## src/rtl/nand_gate_unit.sv

```systemverilog
// nand_gate_unit: bitwise 2-input NAND with a combinational output, a
// registered copy qualified by a one-cycle valid pulse, and saturating
// activity counters (accepted samples and result toggles).
module nand_gate_unit #(
    parameter int WIDTH = 1,
    parameter int CNT_W = 16
) (
    input  logic             clk,
    input  logic             rst,
    input  logic [WIDTH-1:0] A,
    input  logic [WIDTH-1:0] B,
    input  logic             in_valid,
    output logic [WIDTH-1:0] Y,
    output logic [WIDTH-1:0] y_q,
    output logic             y_q_valid,
    output logic [CNT_W-1:0] sample_cnt,
    output logic [CNT_W-1:0] toggle_cnt
);

    // Degenerate widths make no sense for a gate or a counter.
    if (WIDTH < 1 || CNT_W < 1) begin : g_param_check
        $error("nand_gate_unit: WIDTH and CNT_W must both be >= 1");
    end

    // Increment that sticks at the all-ones maximum instead of wrapping.
    function automatic logic [CNT_W-1:0] sat_inc(input logic [CNT_W-1:0] v);
        return (&v) ? v : v + 1'b1;
    endfunction

    // ---- stage p0: combinational NAND and its qualifier ----
    logic [WIDTH-1:0] y_p0;
    logic             vld_p0;
    logic             diff_p0;

    assign y_p0    = ~(A & B);
    assign vld_p0  = in_valid;
    assign diff_p0 = (y_p0 != y_q);
    assign Y       = y_p0;

    // ---- stage p1: registered result, valid pulse and activity counters ----
    // Reset value of y_q is the NAND of all-zero operands, so the first
    // accepted sample's toggle test compares against all ones.
    always_ff @(posedge clk or posedge rst) begin
        if (rst) begin
            y_q        <= '1;
            y_q_valid  <= 1'b0;
            sample_cnt <= '0;
            toggle_cnt <= '0;
        end else begin
            y_q_valid <= vld_p0;
            if (vld_p0) begin
                y_q        <= y_p0;
                sample_cnt <= sat_inc(sample_cnt);
                if (diff_p0) begin
                    toggle_cnt <= sat_inc(toggle_cnt);
                end
            end
        end
    end

endmodule

```

## config.mk

```make
export PLATFORM = sky130hd
export DESIGN_NAME = nand_gate_unit
export DESIGN_NICKNAME = d
export VERILOG_FILES = /design/src/rtl/nand_gate_unit.sv
export SDC_FILE = /design/constraint.sdc
export NUM_CORES = 1
export LEC_CHECK = 0
export BUFFER_PORTS_ARGS = -buffer_cell sky130_fd_sc_hd__buf_2
export CAP_MARGIN = 20
export CORE_ASPECT_RATIO = 1.75
export CORE_UTILIZATION = 35
export DETAILED_ROUTE_END_ITERATION = 10
export SYNTH_ARGS = -nofsm -noshare
export SYNTH_HDL_FRONTEND = slang
export SYNTH_SLANG_ARGS = --single-unit
export TNS_END_PERCENT = 30
```

## constraint.sdc

```tcl
create_clock -name clk -period 1.9 [get_ports clk]
set_input_delay 0.095 -clock clk [delete_from_list [all_inputs] [get_ports clk]]
set_output_delay 0.095 -clock clk [all_outputs]
set_load 0.01 [all_outputs]
```

==> flow_metrics.tcl <==
set metrics [dict create \
    routed_wire_length_per_instance_microns 14.7 \
    route.final.wire_length_mm 3.86 \
    ctsLongestPathBuffers 2 \
    power_frac_seq 0.477 \
    share_of_synthesized_area_occupied_by_flip_flops_and_latches 0.501 \
    max_slew.worst_pin.slew_ps 486 \
    post_synthesis_cell_area_sq_um 1700 \
    core_area_sq_um 4670 \
    status "completed" \
    timing.final.max_slew_violations 0 \
    power.share.clock 0.243 \
    nFillCells 461 \
    ir_worst_vdd_v 0.000675 \
    remaining_drc_errors 0 \
    final.setup_skew_ps 5.99 \
    leakage_power_nw 1.05 \
    postPlaceCellArea_sq_um 2020 \
    portBuffers 39 \
    cp-start-kind "register" \
    syn2layout_area_growth_pct 26.3 \
    first_global_vias 1430 \
    path_class "register to register" \
    h-tree-depth 2 \
    ant_nets 0 \
    start_util 0.364 \
    final_critical_path_setup_slack_ps 174 \
    pin_count_of_the_biggest_net_entering_global_routing 35 \
    critPathCapture "toggle_cnt[10]" \
    synth_area_in_compound_gates 0.0508 \
    post-route-period-util 0.909 \
    synth_async_sr_flop_share 1.00 \
    crit_start "y_q" \
    cts.sink_count 34 \
    vias_per_cell 5.34 \
    ff_latch_area_sq_um 852 \
    multiInputGateArea_sq_um 818 \
    final_core_utilization 0.460 \
    critical_path.reg2reg.startpoint "y_q" \
    cts.clk_slew.worst_paths_ps 70 \
    global_route_wire_length_before_repair_mm 6.40 \
    worst-endpoint-arrival_ps 1940 \
    synthDistinctLibCells 38 \
    synth_enable_flop_cells 0 \
    power.switching_mw 0.778 \
    placement.setup.worst_slack_ps 165 \
    worst_case_reg_to_reg_path_depth 5 \
    drive_above_1_share 0.341 \
    height_of_the_chip_microns 94.2 \
    setup_viol_count_final 0 \
    yosys_warns 0 \
    top_level_ports 40 \
    antenna_cells_inserted 0 \
    synth_top_flop_cell "sky130_fd_sc_hd__dfrtp_1" \
    global_route.usage.total 0.172 \
    rows 33 \
    detailedRoute.firstIterationViolations 19 \
    timing.critical_path.required_ps 2110 \
    avgSynthCellArea_sq_um 11.0 \
    fp.dieArea_sq_um 5150 \
    final_global_route_overflow_total 0 \
    class_of_the_tightest_hold_or_removal_check "primary input to register" \
    rrSetupSlack_ps 170 \
    finish.net_count 217 \
    max_slew_margin 0.673 \
    tritoncts "built" \
    fin_tns_setup_ps 0 \
    ys_ff_latch 34 \
    switching_share 0.343 \
    fin_crit_ps 1730 \
    maxCapViolations 0 \
    power_dens_cells_nw_per_um2 1060 \
    timing.critical_path.fanout_max 12 \
    synthMuxAreaShare 0.0368 \
    critical_path.endpoint_type "register" \
    die-width_microns 54.7 \
    clockRootBuffer "sky130_fd_sc_hd__clkbuf_8" \
    maxClockFrequency_mhz 579 \
    post_cts.repair.setup_buffers 0 \
    final_cell_area_sq_um 2150 \
    main_combinational_cell_family_by_area_after_synthesis "simple AND/OR/NAND/NOR gates" \
    grt_use_met3 0.0405 \
    synth-adder-area-share 0.0147 \
    synth_nets 161 \
    met2_usage 0.310 \
    hold_violations 0 \
    grt_antenna_before_repair 0 \
    synth_xor_xnor_area_share 0.124 \
    critical_path.reg2reg.endpoint "toggle_cnt[10]" \
    gp_congestion 0.790 \
    cell_int_power_mw 1.49 \
    via_count 1404 \
    gr-max-usage-layer "met2" \
    rsz_0062_raised_after_global_routing "no" \
    cts-buffers-inserted 5 \
    share_comb_of_total_power 0.280 \
    synth_simple_gate_area_share 0.251 \
    clock_latency_ps 290 \
    global_route.usage.met1 0.166 \
    post_synth_inst_count 154 \
    dp_hpwl_mm 2.82 \
    drt_first_pass_iters 3 \
]
[worst min path at each step]
stage | startpoint | endpoint | depth (start not counted)
after floorplan | in_valid | y_q_valid | 0
after global placement | rst | toggle_cnt[5] | 3
after detailed placement | rst | toggle_cnt[7] | 3
after CTS | in_valid | y_q_valid | 1
after global routing | in_valid | y_q_valid | 1
final | in_valid | y_q_valid | 1
[per-stage QoR]
| stage | power, mW | instances | hold WS (ps) |
|---|---|---|---|
| 2_1_floorplan | 1.45 | 154 | 126 |
| 6_report | 2.27 | 263 | 41.6 |
| 5_1_grt | 2.42 | 263 | 49.6 |
| 3_5_place_dp | 1.73 | 252 | 223 |
| 4_1_cts | 2.31 | 263 | 31.0 |
| 3_3_place_gp | 1.72 | 252 | 216 |
[critical path, cell delays in order, from the launching register on]
cell                      delay (ps)
sky130_fd_sc_hd__dfstp_2         550
sky130_fd_sc_hd__and3_1          180
sky130_fd_sc_hd__o21ai_0         140
sky130_fd_sc_hd__buf_4           220
sky130_fd_sc_hd__nor4_1          400
sky130_fd_sc_hd__xor2_1          170
[metal layers]
metal  share of wire  vias up  routed length [microns]
met5               0        -                        0
met4           0.033        0                      128
met3           0.039       11                      151
met2            0.55       37                     2110
met1            0.38      686                     1460
li1                -      670                        -
[placed cells by master (no fill, tap or decap), drive strengths merged, types with 4 or more instances in the layout]
cell type	instances
buf	50
dfrtp	33
xor2	13
xnor2	11
nand2	11
nand4	11
nand3	9
nor4	9
clkbuf	7
nor2	6
and3	6
o21ai	5
nor3	5
mux2	4
[sequential cells by signal, summed over array words and instances (netlist names)]
name / flops
sample_cnt: 16
toggle_cnt: 16
y_q: 1
y_q_valid: 1
[timing repair]
action                                  4_1_cts  5_1_grt
gates resized for setup                       0        1
endpoints found under the setup margin        0        1
endpoints found under the hold margin        34        0
hold buffers                                  3        0
[area by class of cell]
cell class,count,area share
Timing Repair Buffer,53,0.143
Clock buffer,7,0.0402
Inverter,3,0.00525
Multi-Input combinational cell,113,0.381
Tap cell,52,0.0303
Clock inverter,1,0.00233
Sequential cell,34,0.397
[cell usage after synthesis (3+ instances only)]
cell,n,area (sq um)
sky130_fd_sc_hd__xor2_1,13,114
sky130_fd_sc_hd__dfrtp_1,33,826
sky130_fd_sc_hd__nor3_1,5,25.0
sky130_fd_sc_hd__nand2_1,10,37.5
sky130_fd_sc_hd__inv_1,3,11.3
sky130_fd_sc_hd__a21oi_1,3,15.0
sky130_fd_sc_hd__nand3_1,9,45.0
sky130_fd_sc_hd__nor4_1,9,56.3
sky130_fd_sc_hd__nand4_1,9,56.3
sky130_fd_sc_hd__nor2_1,5,18.8
sky130_fd_sc_hd__o21ai_0,5,25.0
sky130_fd_sc_hd__and3_1,5,31.3
sky130_fd_sc_hd__xnor2_1,11,96.3
[logic make-up after synthesis]
family / count (synthesis)
compound gates: 14
xor+xnor: 24
fa+ha+maj: 2
buf+inv: 7
flops: 34
mux: 5
simple gates: 68
[power by group through the flow]
| stage | Combinational, mW | Sequential (mW) | Clock (mW) |
|---|---|---|---|
| detailed placement | 0.636 | 1.10 | 0 |
| global placement | 0.625 | 1.10 | 0 |
| CTS | 0.644 | 1.09 | 0.575 |
| global route | 0.709 | 1.12 | 0.591 |
| finish | 0.635 | 1.08 | 0.551 |
| floorplan | 0.299 | 1.15 | 0 |
Note: power is estimated with default switching activity, not from simulation.
